`src/rtl/nes_oam_dma_engine.sv`:
```
// nes_oam_dma_engine
// Sprite/OAM block-copy engine that sits between the CPU bus and the address
// decoder. A CPU write to PAGE_REG_ADDR latches a source page and starts
// XFER_LEN read/write pairs: {page,idx} is read, then the byte is written to
// DEST_ADDR. The CPU is held off (cpu_stall_o) for the whole copy. In every
// other state the CPU bus passes straight through to the decoder.
//
// Optional build macro: NES_DMA_ALIGN_EN
//   defined   - a get/put parity flop toggles every clock; when the copy starts
//               on an odd cycle, one dummy read of DEST_ADDR is inserted first.
//   undefined - no ALIGN state and no parity flop; stall is always 1+2*XFER_LEN.

module nes_oam_dma_engine #(
  parameter int unsigned XFER_LEN      = 256,
  parameter logic [15:0] PAGE_REG_ADDR = 16'h4014,
  parameter logic [15:0] DEST_ADDR     = 16'h2004
) (
  input  logic        clk,
  input  logic        rst_n,
  input  logic [15:0] cpu_addr_i,
  input  logic [7:0]  cpu_data_i,
  input  logic        cpu_rw_i,
  input  logic [7:0]  bus_data_i,
  output logic [15:0] bus_addr_o,
  output logic        bus_rw_o,
  output logic [7:0]  bus_data_o,
  output logic        cpu_stall_o,
  output logic        busy_o,
  output logic        done_o
);

`ifdef NES_DMA_ALIGN_EN
  typedef enum logic [2:0] {
    ST_IDLE  = 3'd0,
    ST_HALT  = 3'd1,
    ST_ALIGN = 3'd2,
    ST_READ  = 3'd3,
    ST_WRITE = 3'd4,
    ST_DONE  = 3'd5
  } state_e;
`else
  typedef enum logic [2:0] {
    ST_IDLE  = 3'd0,
    ST_HALT  = 3'd1,
    ST_READ  = 3'd3,
    ST_WRITE = 3'd4,
    ST_DONE  = 3'd5
  } state_e;
`endif

  // Index of the last byte; idx is 8 bits so a 256-byte copy ends at 8'hFF
  // and never carries into the next page.
  localparam logic [7:0] LAST_IDX = 8'(XFER_LEN - 32'd1);

  state_e      state_q, state_d;
  logic [7:0]  page_q,  page_d;
  logic [7:0]  idx_q,   idx_d;
  logic [7:0]  latch_q, latch_d;
  logic        trigger_s;

  // Only a CPU write to the page register starts a copy; reads never do.
  assign trigger_s = (cpu_addr_i == PAGE_REG_ADDR) && (cpu_rw_i == 1'b0);

`ifdef NES_DMA_ALIGN_EN
  logic parity_q;

  // Free-running get/put cycle tracker, starts at 0 out of reset.
  always_ff @(posedge clk or negedge rst_n) begin
    if (!rst_n) begin
      parity_q <= 1'b0;
    end else begin
      parity_q <= ~parity_q;
    end
  end
`endif

  // State, page, index and data latch registers.
  always_ff @(posedge clk or negedge rst_n) begin
    if (!rst_n) begin
      state_q <= ST_IDLE;
      page_q  <= 8'h00;
      idx_q   <= 8'h00;
      latch_q <= 8'h00;
    end else begin
      state_q <= state_d;
      page_q  <= page_d;
      idx_q   <= idx_d;
      latch_q <= latch_d;
    end
  end

  // Next-state logic and bus steering; default is CPU passthrough.
  always_comb begin
    state_d     = state_q;
    page_d      = page_q;
    idx_d       = idx_q;
    latch_d     = latch_q;
    bus_addr_o  = cpu_addr_i;
    bus_rw_o    = cpu_rw_i;
    bus_data_o  = cpu_data_i;
    cpu_stall_o = 1'b0;
    busy_o      = 1'b1;
    done_o      = 1'b0;

    case (state_q)
      ST_IDLE: begin
        busy_o = 1'b0;
        if (trigger_s) begin
          page_d  = cpu_data_i;
          idx_d   = 8'h00;
          state_d = ST_HALT;
        end else begin
          state_d = ST_IDLE;
        end
      end

      // Bus stays with the CPU so the triggering write can finish.
      ST_HALT: begin
        cpu_stall_o = 1'b1;
`ifdef NES_DMA_ALIGN_EN
        if (parity_q) begin
          state_d = ST_ALIGN;
        end else begin
          state_d = ST_READ;
        end
`else
        state_d = ST_READ;
`endif
      end

`ifdef NES_DMA_ALIGN_EN
      // Dummy read to land the first real read on a get cycle.
      ST_ALIGN: begin
        cpu_stall_o = 1'b1;
        bus_addr_o  = DEST_ADDR;
        bus_rw_o    = 1'b1;
        state_d     = ST_READ;
      end
`endif

      ST_READ: begin
        cpu_stall_o = 1'b1;
        bus_addr_o  = {page_q, idx_q};
        bus_rw_o    = 1'b1;
        latch_d     = bus_data_i;
        state_d     = ST_WRITE;
      end

      ST_WRITE: begin
        cpu_stall_o = 1'b1;
        bus_addr_o  = DEST_ADDR;
        bus_rw_o    = 1'b0;
        bus_data_o  = latch_q;
        idx_d       = idx_q + 8'd1;
        if (idx_q == LAST_IDX) begin
          state_d = ST_DONE;
        end else begin
          state_d = ST_READ;
        end
      end

      // CPU is released here; done pulses for exactly this cycle.
      ST_DONE: begin
        done_o  = 1'b1;
        state_d = ST_IDLE;
      end

      default: begin
        state_d = ST_IDLE;
      end
    endcase
  end

endmodule

```
`config.mk`:
```
export PLATFORM = sky130hd
export DESIGN_NAME = nes_oam_dma_engine
export DESIGN_NICKNAME = d
export VERILOG_FILES = /design/src/rtl/nes_oam_dma_engine.sv
export SDC_FILE = /design/constraint.sdc
export NUM_CORES = 1
export LEC_CHECK = 0
export BUFFER_PORTS_ARGS = -buffer_cell sky130_fd_sc_hd__buf_2
export CORE_ASPECT_RATIO = 0.8
export CORE_UTILIZATION = 48
export DETAILED_ROUTE_END_ITERATION = 16
export PLACE_DENSITY = 0.88
export SLEW_MARGIN = 30
export SYNTH_ARGS = -nofsm -noshare
export SYNTH_HDL_FRONTEND = slang
export SYNTH_SLANG_ARGS = --single-unit
```
`constraint.sdc`:
```
create_clock -name clk -period 3 [get_ports clk]
set_input_delay 0.15 -clock clk [delete_from_list [all_inputs] [get_ports clk]]
set_output_delay 0.15 -clock clk [all_outputs]
set_load 0.05 [all_outputs]
```
* Word-level counts from Yosys, hierarchy flattened *
Cells that the tools add are included.

operators by class
  add/sub/neg operators = 1
  multiply operators = 0
  divide/modulo/power cells = 0
  $lt $le $gt $ge = 0
  eq/ne operators = 7
  shifts and indexed selects = 0
  mux-type cells = 11
  bitwise logic cells = 1
  reduce and logical (&&, ||, !) cells = 6

operators with widths
  operator              number
  $pmux 16 s2           1
  $eq 16x15->1 const B  1
  $mux 8                2
  $pmux 8 s2            1
  $pmux 3 s4            1
  $add 8x1->8 const B   1
  $eq 8x8->1 const B    1
  $eq 3x3->1 const B    2
  $mux 1                4
  $reduce_and 2->1      2
  $eq 3x1->1 const B    1
  $eq 3x2->1 const B    1
  $logic_not 3->1       1
  $mux 3                1
  $reduce_or 3->1       1
  $ne 2x2->1 const B    1
  $pmux 1 s2            1
  $reduce_bool 2->1     1
  $logic_and 1x1->1     1
  $not 1->1             1

storage, ports and cells
  flip-flop bits (word level) = 27
  latch bits = 0
  bits in writable memories = 0
  bits in read-only memories = 0
  bits of input ports = 35
  output and inout port bits = 28
  word-level logic and storage cells = 30
  memories = 0

* Longest topological paths before layout *
  depth in word-level cells = 4
  depth in mapped cells = 6
  depth with buffers taken out = 4

* Worst setup path after synthesis *
OpenSTA, ideal clock, no wires.

  path type = reg2reg
  start point = reg state_q[2]
  end point = reg page_q[0]
  library setup time = 0.125 ns
  arrival = 2.104 ns
  required time = 2.875 ns
  path slack = 0.771 ns
  cell stages (with the launch flop) = 6
  path buffers = 1
  period minus slack after synthesis = 2.229 ns
  cell sequence = dfrtp_1 or3_4 or4b_4 nor2_4 buf_6 mux2_4

on the way
  longest elaborated chain between the ends = 2

ends and longest elaborated chain
  element                            RTL line  source
  from (decl)                        55        state_e state_q, state_d;
  from (signal assigned)             85        state_q <= state_d;
  $logic_not 3->1                    105       case (state_q)
  $reduce_and 2->1 (no source line)  n/a
  to (signal assigned)               86        page_q <= page_d;
  to (decl)                          56        logic [7:0] page_q, page_d;

No other way between the ends.
A chain may end at the register's enable or synchronous reset.

* Worst setup path after layout *
  start point = reg state_q[2]
  end point = reg page_q[6]

The elaborated chain is that of the path after synthesis.

==> results by stage <==
Run status:
- The run finished with clean final reports.

STA:
- The worst-case headroom to the max-slew limit is between 50% and 60%.
- The number of hold-slack violations in the final timing report came to 0.
- Adding up every negative setup slack in the final design gives 0 ps.
- Setup repair after global routing left no endpoint under its margin.
- In the finished design, the share of the clock period the worst path needs comes to approximately four fifths.
- The worst clock skew is about 1.2 ps.
- The setup violation total in the final timing report is 0.
- The post-route worst setup slack is about 640 ps.
- The number of max-slew violations in the final report was 0.
- The top achievable clock speed is between 400 and 500 MHz.
- The final critical path time including I/O delays and setup is approximately 2400 ps.
- The actual slew at the worst max-slew pin is 601.3 ps.

Layout:
- The signed area change from the synthesized netlist to the final layout is 26.27%.
- Summing all multi-input logic gate instances after layout gives slightly above 800 um^2.
- The number of fillers in the final layout is 263.
- The antenna diode count is 0.
- In the final layout, flip-flops and latches occupy approximately 680 um^2.
- After routing the design area is just under 2000 um^2.
- The library cells used most frequently in the layout, excluding fill and tap cells, are sky130_fd_sc_hd__nand2_1, sky130_fd_sc_hd__buf_2, sky130_fd_sc_hd__dfrtp_1, sky130_fd_sc_hd__a22o_1, sky130_fd_sc_hd__nand3_1.
- Leaving out fill and tap cells, the most frequent cell in the layout is sky130_fd_sc_hd__nand2_1.
- The post-route netlist has between 30% and 40% of its cells at a drive strength greater than 1.
- For this run, the post-layout net count is 275.

Setup path:
- The largest incremental delay on the critical path is 560 ps.
- The largest fanout on the critical path is 15.
- Across all register-to-register paths, the minimum setup slack is roughly 640 ps.
- The number of buffers and inverters on the critical path is 0.
- The source of the worst register-to-register timing path is state_q[2].
- Traced cell by cell, the critical path runs through or3_4 -> or4b_4 -> nor2_4 -> mux2_2.
- The element type at the critical path end is a register.
- The end of the worst register-to-register path is page_q[6].
- The element type at the critical path start is a register.
- Among all stages on the critical path, the largest delay is contributed by sky130_fd_sc_hd__or4b_4.
- STA puts the critical path data arrival time at around 2500 ps.
- For the worst flop-to-flop path, the logic depth is 4.
- The critical path is of the reg -> reg type.
- Data on the critical path is required at its endpoint by approximately 3200 ps.
- The cell family contributing the most delay on the critical path is simple AND/OR/NAND/NOR gates.

Power and ir drop:
- The internal power consumption is slightly above 0.0005 W.
- The worst IR drop on VDD is 0.0002313 V.
- The clock network fraction of design power is between 20% and 30%.
- The leakage power is 1.030 nW.
- The logic gate share of total power is 19.3%.
- Per report_power, the sequential group accounts for between 50% and 60% of the total.
- Power spread over the standard cell area amounts to between 300 and 400 nW/um^2.
- The proportion of total power due to net switching is between 20% and 30%.
- The power spent charging and discharging nets is approximately 0.00021 W.

Drt:
- The first detailed-routing pass ran for 4 iterations.
- Summed over all layers, the routed wires come to just over 4000 um.
- The count of nets left with antenna violations once routing finished came out at 0.
- The number of vias after detailed routing is about 1500.
- The average wire length per cell after detail routing is around 15 um.
- The initial detailed-routing violation count is 75.
- The detailed-route DRC error count is 0.
- Using the TritonRoute via totals, the vias-per-cell ratio works out to 5.565.

Clocking:
- The number of sinks driven by the clock tree is 27.
- Buffers inserted during clock tree synthesis total 3.
- Clock latency on the worst-skew pair, taken at its later pin, is between 200 and 300 ps.
- The total of cells resized after clock tree synthesis is 0.
- Clock-pin slew was measured on the worst setup and hold paths at ~90 ps.
- The root buffer cell is sky130_fd_sc_hd__clkbuf_8.
- The number of setup buffers added after CTS is 0.
- The H-tree depth is 1.
- The CTS tree is done.
- The maximum number of buffers from clock root to sink is 2.

Place:
- Buffers placed on the I/O ports in this run total 62.
- The final estimated routing congestion in global placement is between 0.8 and 0.9.
- In this run the cell area measured after placement is ~1900 um^2.
- The pre-CTS setup slack is between 600 and 700 ps.
- The total half-perimeter wirelength after legalization and detailed placement is approximately 3000 um.

Logic synthesis:
- The synthesized netlist net count is 213.
- The synthesized netlist occupies a cell area of around 1500 um^2.
- The synthesized design devotes to its leading area cell type 44.19% of total area.
- The post-synthesis async set-or-reset flop share is 100.0%.
- The post-synthesis sequential area ratio is about 44%.
- The synthesized design contains 27 register bits.
- Yosys mapped the design onto 30 distinct sky130hd cell types.
- The cell taking the most area after synthesis is sky130_fd_sc_hd__dfrtp_1.
- The average instance in the mapped netlist occupies approximately 8.6 um^2.
- The synthesized design contains 0 enable-type register cells.
- Ranked by total cell area, the synthesized netlist is headed by sky130_fd_sc_hd__dfrtp_1, sky130_fd_sc_hd__nand2_1, sky130_fd_sc_hd__a22o_1.
- The number of warnings reported in the yosys synthesis log is 0.
- In the synthesized netlist, the number of instances is 177.
- In the synthesized netlist the dominant register cell turns out to be sky130_fd_sc_hd__dfrtp_1.

Global routing:
- The met2 track demand over resource is about 42%.
- Global routing finished with a remaining overflow of 0.
- The met1 demand-to-capacity share in global routing is between 30% and 40%.
- In the global route stage, met3 resource usage came out at 5.652%.
- Entering global routing, the biggest net connects 28 pins.
- The most utilized layer in the global route result is met2.
- The all-layer global routing usage is about a quarter.
- The initial antenna violation count was 0.
- The first global-routing pass estimated just under 7000 um of wire.
- The number of global-route vias before repair is 1447.

Run:
- Across the run, the number of max-cap violations was 0.

Floorplanning:
- The floorplan step defined a core boundary enclosing a little under 3000 um^2.
- The number of primary I/O pins is between 60 and 70.
- The number of rows created at floorplan is 17.
- The area enclosed by the die boundary is ~3400 um^2.
- The die span in x is between 60 and 70 um.
- The starting density of the core is 52.85%.
- The die span in y is approximately 52 um.

Min path:
- The worst hold path begins at bus_data_i[0].
- The worst hold path was traced through 3 stages.
- The sink of the worst hold path is latch_q[0].
- The tightest min-delay check is of the in -> reg type.
routing by layer:
metal  vias up  share of wire (%)
li1        741                  -
met1       724                 48
met2        67                 45
met3         4                6.7
met4         0               0.66
met5         -                  0
per-stage QoR:
stage / hold WS [ps] / utilization [%] / total power [W] / std cells
after global placement: 186.6 / 64.66 / 0.0005163 / 271
final: 63.86 / 66.74 / 0.0007174 / 276
after detailed placement: 193.1 / 64.66 / 0.0005174 / 271
after CTS: 64.98 / 66.57 / 0.0007207 / 276
after global routing: 61.91 / 66.74 / 0.0007481 / 276
after floorplan: -145.6 / - / 0.0004656 / 177
cell families (layout without fill, tap and decap cells):
family	after synthesis	after routing	synth area share (%)
XOR/XNOR	1	1	0.5729
AO/OA/AOI/OAI	28	28	13.99
AND/OR/NAND/NOR	101	101	30.61
adder cells (fa/ha/maj)	1	1	0.8182
multiplexers	8	8	6.628
buffers and inverters	11	72	3.192
flip-flops	27	27	44.19
final cells by class:
class / instances / share of cell area (%)
multi-input cells: 139 / 42.06
flip-flops and latches: 27 / 35.00
repair buffers: 66 / 17.76
well taps: 38 / 2.463
clock buffers: 4 / 2.333
inverters: 2 / 0.3889
worst register-to-register path, stage by stage, from the launching register on:
cell and delay, ps:
sky130_fd_sc_hd__dfrtp_1 460, sky130_fd_sc_hd__or3_4 420, sky130_fd_sc_hd__or4b_4 560, sky130_fd_sc_hd__nor2_4 420, sky130_fd_sc_hd__mux2_2 400
Yosys cell counts, types with 2 or more instances:
| library cell | count |
|---|---|
| sky130_fd_sc_hd__nor2_1 | 5 |
| sky130_fd_sc_hd__nand2_1 | 64 |
| sky130_fd_sc_hd__dfrtp_1 | 27 |
| sky130_fd_sc_hd__nor2b_1 | 2 |
| sky130_fd_sc_hd__o211ai_1 | 5 |
| sky130_fd_sc_hd__a22o_1 | 14 |
| sky130_fd_sc_hd__inv_1 | 2 |
| sky130_fd_sc_hd__and3_1 | 3 |
| sky130_fd_sc_hd__or3_1 | 4 |
| sky130_fd_sc_hd__mux2_2 | 5 |
| sky130_fd_sc_hd__o21ai_0 | 5 |
| sky130_fd_sc_hd__nor4_1 | 2 |
| sky130_fd_sc_hd__nand4_1 | 2 |
| sky130_fd_sc_hd__clkbuf_1 | 8 |
| sky130_fd_sc_hd__mux2_4 | 3 |
| sky130_fd_sc_hd__nand3_1 | 12 |
timing repair:
action	4_1_cts	5_1_grt
hold buffers	1	0
endpoints found under the hold margin	27	0
setup endpoints to repair	0	0
worst max-delay path by stage:
stage,start,endpoint,slack [ps],cells past startpoint
after floorplan,state_q[2],page_q[0],770,5
after global placement,state_q[2],page_q[4],740,4
after detailed placement,state_q[2],page_q[6],660,4
after CTS,state_q[2],page_q[6],650,4
after global routing,state_q[2],page_q[3],570,4
final,state_q[2],page_q[6],640,4
power by group through the flow:
stage	Clock (W)	Combinational [W]	Sequential (W)
2_1_floorplan	0	0.0000870	0.000379
3_3_place_gp	0	0.000137	0.000379
3_5_place_dp	0	0.000138	0.000379
4_1_cts	0.000209	0.000140	0.000372
5_1_grt	0.000227	0.000148	0.000373
6_report	0.000207	0.000138	0.000372
sequential cells by signal, indices dropped and copies added, names as in the netlist:
signal   cells
state_q      3
page_q       8
idx_q        8
latch_q      8
Power figures use the tool's default switching activity.
